--- src/rtl/dds_phase_gen.sv ---
// Phase-accumulator address generator for a DDS lookup table.
// Double-buffered tuning word, programmable sample divider, phase offset and sync restart.
module dds_phase_gen #(
  parameter int unsigned ACC_W  = 32,
  parameter int unsigned ADDR_W = 11,
  parameter int unsigned DIV_W  = 8
) (
  input  logic              Fg_CLK,
  input  logic              RESETn,
  input  logic              en_i,
  input  logic [ACC_W-1:0]  ftw_i,
  input  logic              ftw_load_i,
  input  logic [ADDR_W-1:0] phase_ofs_i,
  input  logic [DIV_W-1:0]  sample_div_i,
  input  logic              sync_i,
  output logic [ADDR_W-1:0] Address,
  output logic              addr_valid_o,
  output logic              wrap_o,
  output logic [ACC_W-1:0]  ftw_active_o,
  output logic              ftw_pending_o
);

  typedef enum logic {IDLE, RUN} state_t;

  state_t             state;
  state_t             state_next;
  logic               tick_c;
  logic [ACC_W:0]     sum_c;
  logic [ACC_W-1:0]   acc;
  logic [ACC_W-1:0]   ftw_pend;
  logic [DIV_W-1:0]   div_cnt;

  // State register
  always_ff @(posedge Fg_CLK) begin
    if (!RESETn) state <= IDLE;
    else         state <= state_next;
  end

  // Next state and sample tick; sync suppresses a coincident tick
  always_comb begin
    state_next = state;
    tick_c     = 1'b0;
    sum_c      = {1'b0, acc} + {1'b0, ftw_active_o};
    case (state)
      IDLE: if (en_i) state_next = RUN;
      RUN: begin
        if (!en_i) state_next = IDLE;
        tick_c = en_i && (div_cnt >= sample_div_i) && !sync_i;
      end
      default: state_next = IDLE;
    endcase
  end

  // Accumulator, divider and address output
  always_ff @(posedge Fg_CLK) begin
    if (!RESETn) begin
      acc          <= '0;
      div_cnt      <= '0;
      Address      <= '0;
      addr_valid_o <= 1'b0;
      wrap_o       <= 1'b0;
    end else if (sync_i) begin
      acc          <= '0;
      div_cnt      <= '0;
      Address      <= phase_ofs_i;
      addr_valid_o <= 1'b0;
      wrap_o       <= 1'b0;
    end else if (tick_c) begin
      acc          <= sum_c[ACC_W-1:0];
      div_cnt      <= '0;
      Address      <= sum_c[ACC_W-1 -: ADDR_W] + phase_ofs_i;
      addr_valid_o <= 1'b1;
      wrap_o       <= sum_c[ACC_W];
    end else begin
      addr_valid_o <= 1'b0;
      wrap_o       <= 1'b0;
      if (state == RUN) div_cnt <= div_cnt + DIV_W'(1);
      else              div_cnt <= '0;
    end
  end

  // Tuning word double buffer: the add on a tick always uses the old active word
  always_ff @(posedge Fg_CLK) begin
    if (!RESETn) begin
      ftw_active_o  <= '0;
      ftw_pend      <= '0;
      ftw_pending_o <= 1'b0;
    end else if (tick_c) begin
      if (ftw_load_i)         ftw_active_o <= ftw_i;
      else if (ftw_pending_o) ftw_active_o <= ftw_pend;
      ftw_pending_o <= 1'b0;
    end else if (ftw_load_i) begin
      ftw_pend      <= ftw_i;
      ftw_pending_o <= 1'b1;
    end
  end

endmodule
--- config.mk ---
export PLATFORM = sky130hd
export DESIGN_NAME = dds_phase_gen
export DESIGN_NICKNAME = d
export VERILOG_FILES = /design/src/rtl/dds_phase_gen.sv
export SDC_FILE = /design/constraint.sdc
export NUM_CORES = 1
export LEC_CHECK = 0
export ABC_CLOCK_PERIOD_IN_PS = 11800
export CAP_MARGIN = 30
export CORE_AREA = 4 4 120 122
export CTS_BUF_LIST = sky130_fd_sc_hd__clkbuf_4 sky130_fd_sc_hd__clkbuf_8
export DETAILED_ROUTE_END_ITERATION = 12
export DIE_AREA = 0 0 124 126
export HOLD_SLACK_MARGIN = 0.12
export PLACE_DENSITY_LB_ADDON = 0.2
export RECOVER_POWER = 25
export SLEW_MARGIN = 20
export SYNTH_ARGS = -nofsm -noshare
export SYNTH_HDL_FRONTEND = slang
export SYNTH_SLANG_ARGS = --single-unit
--- constraint.sdc ---
create_clock -name Fg_CLK -period 11.8 [get_ports Fg_CLK]
set_input_delay 1.77 -clock Fg_CLK [delete_from_list [all_inputs] [get_ports Fg_CLK]]
set_output_delay 1.77 -clock Fg_CLK [all_outputs]
set_load 0.01 [all_outputs]
# Word level (Yosys, flattened, before mapping)
# Cells that the tools add are included.
# classes
order_cmp	1
muxes	7
bitwise_logic	3
add_sub_neg	3
reduce_logical	11
# op_table
cell	n
$mux 32	2
$add 32x32->33	1
$mux 11	2
$add 11x11->11	1
$add 8x1->8 const B	1
$ge 8x8->1	1
$reduce_and 2->1	2
$reduce_bool 2->1	2
$reduce_or 2->1	2
$reduce_or 4->1	1
$mux 1	3
$not 1->1	3
$reduce_or 3->1	1
$logic_and 1x1->1	2
$logic_not 1->1	1
# totals
inputBits	56
output_inout_bits	46
register_bits	119
elab_cells	34

# Longest topological paths before layout
# depth
word_depth	6
depth_mapped	19
ltp_nobuf	19

# Least setup slack after synthesis
# Ideal clock, no wire load.
# synth_timing
kind	reg-to-reg
startpoint	reg ftw_active_o[0]
endpoint	reg Address[9]
path_slack_ns	7.765
setup_ns	0.122
stages_incl_launch_ff	19
required_ns	11.678
arrival_time_ns	3.913
n_path_buf	0
synth_period_minus_slack_ns	4.035
path_cell_list	dfxtp_1 -> ha_1 -> inv_1 -> fa_1 -> nor2b_1 -> o31a_1 -> o311ai_2 -> a21oi_1 -> o31a_1 -> xor2_1 -> ha_1 -> a21o_1 -> a21oi_1 -> o21bai_1 -> a2111o_1 -> a31o_2 -> a21oi_1 -> xor2_1 -> o21ai_0
# synth_between
elab_chain_cells	4
# synth_rtl
item	line_no	rtl
start: declaration	19	output logic [ACC_W-1:0] ftw_active_o,
start signal: assignment	89	if (ftw_load_i) ftw_active_o <= ftw_i;
start signal: assignment	90	else if (ftw_pending_o) ftw_active_o <= ftw_pend;
$add 32x32->33	43	sum_c = {1'b0, acc} + {1'b0, ftw_active_o};
via sum_c[22]	28	logic [ACC_W:0] sum_c;
$add 11x11->11	71	Address <= sum_c[ACC_W-1 -: ADDR_W] + phase_ofs_i;
$mux 11	68	end else if (tick_c) begin
$mux 11	62	end else if (sync_i) begin
end signal: assignment	65	Address <= phase_ofs_i;
end signal: assignment	71	
end: declaration	16	output logic [ADDR_W-1:0] Address,
# The timed path passes the listed nets, and every way through them passes these cells. The select of a mux whose other input is x is not followed.
# A chain may end at the register's enable or synchronous reset.

# Worst setup path after layout
# layout_timing
startpoint	in RESETn
endpoint	reg div_cnt[2]
# layout_between
elab_chain_cells	2
# layout_rtl
item	line_no	rtl
start: declaration	9	input logic RESETn,
$not 1->1 (no line)	-	
$reduce_or 4->1 (no line)	-	
end signal: assignment	77	if (state == RUN) div_cnt <= div_cnt + DIV_W'(1);
end: declaration	31	logic [DIV_W-1:0] div_cnt;
# No other way between the ends.

==> results.json <==
{
  "drtAntennaViolNets": 0,
  "max_slew_margin_pct": -112,
  "critPathKind": "primary input to register",
  "post-dp-hpwl_um": 12900,
  "synthCells": 817,
  "drive_gt1_share_pct": 6.43,
  "cp.required_ns": 12.17,
  "hold_depth": 2,
  "start_kind": "primary input",
  "p_per_area_nw_per_um2": 103,
  "r2r_end": "Address[9]$_SDFFE_PN0P_",
  "cts_buffer_depth": 2,
  "vias": 6240,
  "holdCritPathClass": "register to register",
  "port_buffers": 101,
  "rrSetupSlack_ns": 7.12,
  "cp_slowest_stage_delay_ns": 2.22,
  "area_delta_synth_final_pct": 23.1,
  "grt_first_pass_wirelength_um": 29200,
  "die_area_um2": 15600,
  "violations": "capacitance limit, slew limit",
  "fin_cells": 1094,
  "report.final.slew_viol_count": 81,
  "antennaDiodeCount": 0,
  "worstMarginPinSlew_ns": 3.17,
  "postCtsHoldBufs": 0,
  "drc": 0,
  "worst_slack_ns": 5.65,
  "cts.clk_slew.worst_paths_ns": 0.07,
  "hold_violations": 0,
  "antenna_found_initial": 0,
  "r2r-start": "ftw_active_o[0]$_SDFFE_PN0P_",
  "yosys.area.top_type": "dfxtp_1",
  "tns_ns": 0,
  "track_usage_pct": 23.1,
  "finalCriticalPeriod_ns": 6.15,
  "cp_max_fo": 80,
  "drtPass1Iterations": 5,
  "grt_pass1_vias": 6098,
  "dp.cells": 1061,
  "ys_async_sr_fraction_pct": 0,
  "finalSetupViolCount": 0,
  "drtIter0Drc": 412,
  "synth_ff_type": "dfxtp_1",
  "clk-insertion-delay-late_ns": 0.45,
  "yosysSeqAreaShare_pct": 34.2,
  "num_io_pins": 102,
  "grt_max_degree": 81,
  "crit_family": "buffers and inverters",
  "wl_per_cell_um": 16.0,
  "crit_chain": "buf_2, clkbuf_1, nand2_1, buf_16, nor2_1, nand2_1, nor2_1",
  "nets": 1015,
  "hold_path_end": "acc[18]$_SDFFE_PP0P_",
  "cts_tree": "yes",
  "synth_nets": 927,
  "yosysWarnings": 0,
  "yosys-top-cells-area": "dfxtp_1, ha_1, nand2_1, mux2i_1, o211a_1",
  "post_cts_resized": 0,
  "rsz0062_at_grt": "no",
  "ir_drop_mv": 0.0939,
  "core-area_um2": 13200,
  "fmax_mhz": 163,
  "postSynthAreaPerCell_um2": 8.53,
  "min_from": "acc[18]$_SDFFE_PP0P_",
  "post-route-period-util_pct": 52.1,
  "drv_cap": 1,
  "final_common_cell": "nand2_1",
  "cts_num_sinks": 119,
  "vias_per_cell": 5.70,
  "synth-edff-count": 0,
  "cts_max_level": 4,
  "rows": 42,
  "post_cts_buffers": 0,
  "gp_congestion": 0.876,
  "initial_core_util_pct": 52.8,
  "chipWidth_um": 124,
  "wirelength_um": 17500,
  "crit_slowest_cell": "clkbuf_1",
  "rr_worst_depth": 18,
  "final_cell_mix": "nand2_1, dfxtp_1, clkdlybuf4s50_1",
  "synth.top_cell.area_share_pct": 34.2,
  "cp.buffers_inverters": 3,
  "cts_buffers": 17,
  "post-place-ws_ns": 6.68,
  "clock_skew_ns": 0.0106,
  "grt_overflow": 0,
  "status": "complete, but fails checks",
  "root_buffer": "clkbuf_8",
  "endpoint_kind": "register",
  "die_y_um": 126,
  "yosysUniqueCellTypes": 66,
  "p_leak_nw": 4.07,
  "syn_area_um2": 6970,
  "arrival_ns": 6.52,
  "synth-seq-cells": 119
}
## worst max-delay path by stage
stage / startpoint / to / cells after the start
final: RESETn / div_cnt[2]$_SDFF_PP0_ / 7
after floorplan: ftw_active_o[0]$_SDFFE_PN0P_ / Address[9]$_SDFFE_PN0P_ / 18
after detailed placement: sample_div_i[5] / ftw_pend[12]$_SDFFE_PN0P_ / 12
after global routing: RESETn / div_cnt[3]$_SDFF_PP0_ / 7
after CTS: sample_div_i[5] / ftw_pend[12]$_SDFFE_PN0P_ / 12
after global placement: sample_div_i[5] / ftw_active_o[30]$_SDFFE_PN0P_ / 10
## area by class of cell
| class | count | area [µm²] |
|---|---|---|
| fillers | 1116 | 4610 |
| multi-input cells | 636 | 4340 |
| flip-flops and latches | 119 | 2380 |
| repair buffers | 109 | 1140 |
| clock buffers | 20 | 275 |
| well taps | 176 | 220 |
| clock inverters | 12 | 149 |
| inverters | 22 | 82.6 |
## report_power, final
| group | internal (mW) | total [mW] | switching, mW |
|---|---|---|---|
| clock | 0.224 | 0.394 | 0.170 |
| sequential | 0.410 | 0.414 | 0.00425 |
| combinational | 0.0387 | 0.0732 | 0.0345 |
| total | 0.673 | 0.882 | 0.209 |
## cells in the mapped netlist, types with 3 or more instances
| cell type | instances |
|---|---|
| nand2b_1 | 3 |
| buf_2 | 10 |
| o21a_1 | 8 |
| inv_1 | 21 |
| nor2b_1 | 8 |
| dfxtp_1 | 119 |
| or3_1 | 6 |
| o211a_1 | 32 |
| mux2i_1 | 34 |
| nor3_1 | 6 |
| a21boi_0 | 37 |
| a211o_1 | 3 |
| nand3_1 | 17 |
| a211oi_1 | 9 |
| nand2_1 | 164 |
| o21bai_1 | 7 |
| o211ai_1 | 3 |
| and2_1 | 8 |
| a221oi_1 | 3 |
| a21o_1 | 10 |
| nor4_1 | 4 |
| clkbuf_1 | 24 |
| o31a_1 | 4 |
| nand4_1 | 3 |
| and3_1 | 9 |
| a21oi_1 | 52 |
| a22o_1 | 5 |
| xnor2_1 | 22 |
| nor2_1 | 38 |
| a31oi_1 | 6 |
| a22oi_1 | 3 |
| ha_1 | 52 |
| buf_1 | 4 |
| o21ai_0 | 27 |
| xor2_1 | 14 |
## metrics by stage
stage	hold WS [ns]	util, %	total power, mW	instance area (µm²)
3_3_place_gp	0.442	61.0	0.491	8040
3_5_place_dp	0.450	61.7	0.496	8140
4_1_cts	0.463	64.9	0.887	8570
6_report	0.461	65.1	0.882	8580
2_1_floorplan	0.429	-	0.460	6970
5_1_grt	0.483	65.1	0.912	8580
## registers in the layout, indices dropped and copies added, names as in the netlist
name           cells
Address           11
acc               32
addr_valid_o       1
div_cnt            8
ftw_active_o      32
ftw_pend          32
ftw_pending_o      1
state              1
wrap_o             1
## routing by layer
metal	share of wire (%)	GRT usage [%]	vias to the layer above	wire length [µm]
met4	1.6	7.35	0	286
met1	47	31.8	2957	8200
met5	0	0	-	0
li1	-	-	3099	-
met2	45	36.0	158	7920
met3	6.1	4.93	26	1070
## cell families after synthesis
group	Yosys count	share of synthesized area (%)
mux	34	4.88
xor+xnor	36	4.52
compound gates	236	25.4
buf+inv	62	3.81
simple gates	276	17.3
flops	119	34.2
fa+ha+maj	54	9.91
## worst register-to-register path, delay by kind of cell (launching register included)
kind                     cells  cell delay, ns
AO/OA/AOI/OAI               11            2.38
AND/OR/NAND/NOR              1            0.17
buffers and inverters        1            0.07
flip-flops                   1            0.44
adder cells (fa/ha/maj)      3            0.95
XOR/XNOR                     2            0.51
Power figures use the tool's default switching activity.
==> RTL edit 1 (config.mk and constraints unchanged) <==
Set the parameter `ACC_W` to 16 (it was 32).
--- a/src/rtl/dds_phase_gen.sv
+++ b/src/rtl/dds_phase_gen.sv
@@ -1,7 +1,7 @@
 // Phase-accumulator address generator for a DDS lookup table.
 // Double-buffered tuning word, programmable sample divider, phase offset and sync restart.
 module dds_phase_gen #(
-  parameter int unsigned ACC_W  = 32,
+  parameter int unsigned ACC_W  = 16,
   parameter int unsigned ADDR_W = 11,
   parameter int unsigned DIV_W  = 8
 ) (
Interface: changed (resized ftw_active_o and ftw_i); port bits go from 102 to 70. No check against the original RTL was run, so the function may have changed too.
==> RTL edit 1 against the unedited design <==
- the flow still finishes with violations (max-capacitance violations, max-slew violations)
- global-route usage shrank 9.2 points
- critical endpoint is now wrap_o
- wire length down 40%
- combinational power down 30%
- area after synthesis decreased by 40%
- first-iteration DRC count down 48%
- count of clock-buffer cells in the layout decreased by 9
- non-clock buffer count decreased by 36
- sequential cell count decreased by 48
- setup slack improved by 1.2 ns
- final area shrank 39%
- clock power shrank 53%
- sequential share of layout area is 0.66 points lower
- power fell by 45%
- synthesized cell count decreased by 39%
==> RTL edit 1: results (changes against the unedited design) <==
Power
  – Combinational share of power: 0.106 (+0.023)
  – Clock Power: 187 µW (-53%)
  – Leakage: 0.00247 µW (-39%)
  – Sw Ratio: 0.257 (+0.0205)
  – Max VDD drop: 41.5 µV (-56%)

Finish
  – Fillers: 1,312 (+18%)
  – #MultiIn Comb: 383 (-40%)
  – Clock network share of area: 0.0367 (-0.0127)
  – Biggest regs: acc (16), ftw_active_o (16), ftw_pend (16)
  – Register area: 0.00142 mm² (-40%)
  – Non-clock buffers, area share: 0.137 (+0.00488)
  – Share of layout cells above drive strength 1: 0.0567 (-0.00753)
  – Clk_buf instances: 11 (-45%)

Timing
  – Layout Skew: 0.0104 ns (-0.000195 ns)
  – Fin. max-slew vios: 48 (-41%)

Critical path
  – CP max stage delay: 1.43 ns (-0.79 ns)
  – Crit-path max FO: 47 (-41%)
  – Critical Path AT: 5.29 ns (-1.23 ns)
  – Path depth of the worst reg2reg path: 15 (-3)
  – Reg-to-reg slack, setup: 7.58 ns (+0.46 ns)

Synthesis
  – Synth top area cells: dfxtp_1, ha_1, nand2_1, o211a_1, mux2i_1
  – Syn avg cell area: 8.47 µm² (-0.73%)
  – Syn nets: 574 (-38%)
  – Sequential share of the synthesized area: 0.338 (-0.00343)
  – Post-synthesis adder-cell area fraction: 0.117 (+0.0177)
  – Multiplexer area fraction after synthesis: 0.0405 (-0.00832)

Outcome
  – Failing checks: max-capacitance violations, max-slew violations
  – Status: complete, but fails checks

Route
  – WL/cell: 14.3 µm (-11%)
  – Router iterations before antenna repair: 4 (-1)

Placement
  – Final HPWL DP: 7870 µm (-39%)
  – Count of buffers from port buffering: 69 (-32%)
  – Pre-CTS setup slack: 6.87 ns (+0.185 ns)
  – Number of cells after detailed placement: 724 (-32%)
  – Gpl congestion: 0.870 (-0.69%)

Clocking
  – Number of buffers created by CTS: 9 (-8)
  – # H-tree levels: 3 (-1)
  – Clk sinks: 71 (-40%)

Flow run
  – MaxCap Viol Count: 1 (unchanged)

Global route
  – Vias in the first global route: 3,626 (-41%)
  – Pin count of the biggest net entering global routing: 48 (-41%)
  – First-pass GRT wire length: 17,300 µm (-41%)

Worst hold path
  – Hold Path Sink: acc[5]
==> RTL edit 1: cell types whose count changed after synthesis, moves of 7 or more <==
cell	unedited run	this run
ha_1	52	36
a21boi_0	37	17
nand2_1	164	96
a21oi_1	52	30
dfxtp_1	119	71
mux2i_1	34	17
nor2_1	38	24
clkbuf_1	24	17
o211a_1	32	22
buf_2	10	0
==> RTL edit 1: worst register-to-register path: cells and delay by family (launching register included) <==
| kind | cells | cell delay, ns |
|---|---|---|
| AOI/OAI and AO/OA | 8 | 2.03 |
| adders and majority gates | 3 | 1.02 |
| and+or+nand+nor | 2 | 0.40 |
| xor gates and xnor gates | 2 | 0.36 |
| DFF | 1 | 0.35 |
==> RTL edit 1: per-layer routing <==
metal | vias to the layer above | GRT usage | routed length [µm]
met2 | 74 | 0.238 | 5240
met1 | 1710 | 0.164 | 4580
met4 | 0 | 0.0580 | 233
met5 | - | 0 | 0
li1 | 1881 | - | -
met3 | 16 | 0.0336 | 494
==> RTL edit 2 (config.mk and constraints unchanged) <==
Made on the original files. Put one more register stage on the output `ftw_active_o`, without a reset. The value now appears one clock later. The other outputs are not delayed to match.
--- a/src/rtl/dds_phase_gen.sv
+++ b/src/rtl/dds_phase_gen.sv
@@ -22,6 +22,8 @@
 
   typedef enum logic {IDLE, RUN} state_t;
 
+  logic [ACC_W-1:0] ftw_active_s0;
+
   state_t             state;
   state_t             state_next;
   logic               tick_c;
@@ -40,7 +42,7 @@
   always_comb begin
     state_next = state;
     tick_c     = 1'b0;
-    sum_c      = {1'b0, acc} + {1'b0, ftw_active_o};
+    sum_c      = {1'b0, acc} + {1'b0, ftw_active_s0};
     case (state)
       IDLE: if (en_i) state_next = RUN;
       RUN: begin
@@ -82,12 +84,12 @@
   // Tuning word double buffer: the add on a tick always uses the old active word
   always_ff @(posedge Fg_CLK) begin
     if (!RESETn) begin
-      ftw_active_o  <= '0;
+      ftw_active_s0 <= '0;
       ftw_pend      <= '0;
       ftw_pending_o <= 1'b0;
     end else if (tick_c) begin
-      if (ftw_load_i)         ftw_active_o <= ftw_i;
-      else if (ftw_pending_o) ftw_active_o <= ftw_pend;
+      if (ftw_load_i)         ftw_active_s0 <= ftw_i;
+      else if (ftw_pending_o) ftw_active_s0 <= ftw_pend;
       ftw_pending_o <= 1'b0;
     end else if (ftw_load_i) begin
       ftw_pend      <= ftw_i;
@@ -95,4 +97,8 @@
     end
   end
 
+  always_ff @(posedge Fg_CLK) begin
+    ftw_active_o <= ftw_active_s0;
+  end
+
 endmodule
Function: changed (Yosys sat finds a counterexample within 4 cycles, from zero or initial values and one cycle with RESETn low).
==> RTL edit 2 against the unedited design <==
- the run still ends with max-capacitance violations, max-slew violations left
- combinational power about the same
- final area increased by 5.7%
- sequential cell count increased by 32
- area after synthesis increased by 7.9%
- power increased by 11%
- final cell count increased by 2.4%
- wire length decreased by 1.5%
- sequential power increased by 26%
- setup slack improved by 1.1 ns
- largest cell class unchanged
==> RTL edit 2: results (changes against the unedited design) <==
Synthesis
  – Synth cell count leaders: nand2_1, dfxtp_1, a21oi_1
  – Syn avg cell area: 8.85 µm² (+3.7%)
  – Syn nets: 960 (+3.6%)
  – Post-synthesis adder-cell area fraction: 0.0918 (-0.00726)
  – Synth top area cells: dfxtp_1, nand2_1, ha_1, mux2i_1, a21oi_1
  – Synth Area in Compound Gates: 0.223 (-0.0304)
  – Sequential share of the synthesized area: 0.402 (+0.0602)
  – XOR/XNOR Fraction of Synth Area: 0.0501 (+0.00484)

Global route
  – GRT Total Usage: 0.226 (-0.00480)
  – First-pass GRT wire length: 28,800 µm (-1.4%)
  – Pin count of the biggest net entering global routing: 80 (-1.2%)
  – Vias in the first global route: 6,033 (-1.1%)

Power
  – Leakage: 0.00420 µW (+3.2%)
  – Max VDD drop: 90.4 µV (-3.8%)

Critical path
  – Worst path slowest cell: o41ai_2
  – CP max stage delay: 0.52 ns (-1.70 ns)

Flow run
  – MaxCap Viol Count: 1 (unchanged)

Timing
  – Fin. max-slew vios: 80 (-1.2%)
  – Layout Skew: 0.0122 ns (+0.00164 ns)
  – Slew @ Worst Pin: 3.02 ns (-0.154 ns)

Placement
  – Gpl congestion: 0.917 (+4.7%)
  – Number of cells after detailed placement: 1,087 (+2.5%)
  – Pre-CTS setup slack: 6.81 ns (+0.133 ns)
  – Final HPWL DP: 12,400 µm (-3.8%)

Route
  – Via-to-Cell Ratio: 5.54 (-2.9%)
  – WL/cell: 15.4 µm (-3.8%)
  – Initial drt markers: 342 (-17%)
  – WL final: 17,200 µm (-1.5%)

Outcome
  – Status: complete, but fails checks
  – Failing checks: max-capacitance violations, max-slew violations
-- RTL edit 2: layout make-up --
cell class,count,area (µm²)
clock inverter,12,129
fill,1047,4120
clock buffer,20,263
timing repair buffer,109,1100
tap,176,220
multi-input combinational,637,4280
inverter,15,56.3
sequential,151,3020
-- RTL edit 2: worst max-delay path: cells and delay by family, from the launching register on --
family | cells | cell delay [ns]
XOR/XNOR | 2 | 0.54
multiplexers | 1 | 0.21
buffers and inverters | 1 | 0.06
adder cells (fa/ha/maj) | 3 | 0.94
flip-flops | 1 | 0.39
AO/OA/AOI/OAI | 11 | 2.41
AND/OR/NAND/NOR | 3 | 0.37
-- RTL edit 2: cell families (layout without fill, tap and decap cells) --
family                   Yosys count  after routing
AND/OR/NAND/NOR                  271            271
flip-flops                       151            151
multiplexers                      37             37
AO/OA/AOI/OAI                    232            232
adder cells (fa/ha/maj)           54             54
buffers and inverters             62            156
XOR/XNOR                          43             43
-- RTL edit 2: where the power goes --
part / total, µW / leakage [µW] / internal [µW] / switching [µW]
Clock: 387 / 0.000195 / 197 / 190
Sequential: 522 / 0.00122 / 518 / 4.40
Combinational: 73.4 / 0.00278 / 39.5 / 33.8
-- RTL edit 2: layer usage --
layer	vias up	track usage	share of wire
met2	171	0.362	0.47
met4	0	0.0689	0.017
met3	25	0.0457	0.051
li1	3134	-	-
met1	2871	0.307	0.47
met5	-	0	0
-- RTL edit 2: worst paths after layout --
check | start | slack (ns) | to | depth (start not counted)
worst max register to register | ftw_active_s0[0] | 6.72 | Address[10] | 21
worst min-delay path | ftw_active_s0[27] | 0.38 | ftw_active_o[27] | 0
worst max-delay path | ftw_active_s0[0] | 6.72 | Address[10] | 21
worst min register to register | ftw_active_s0[27] | 0.38 | ftw_active_o[27] | 0
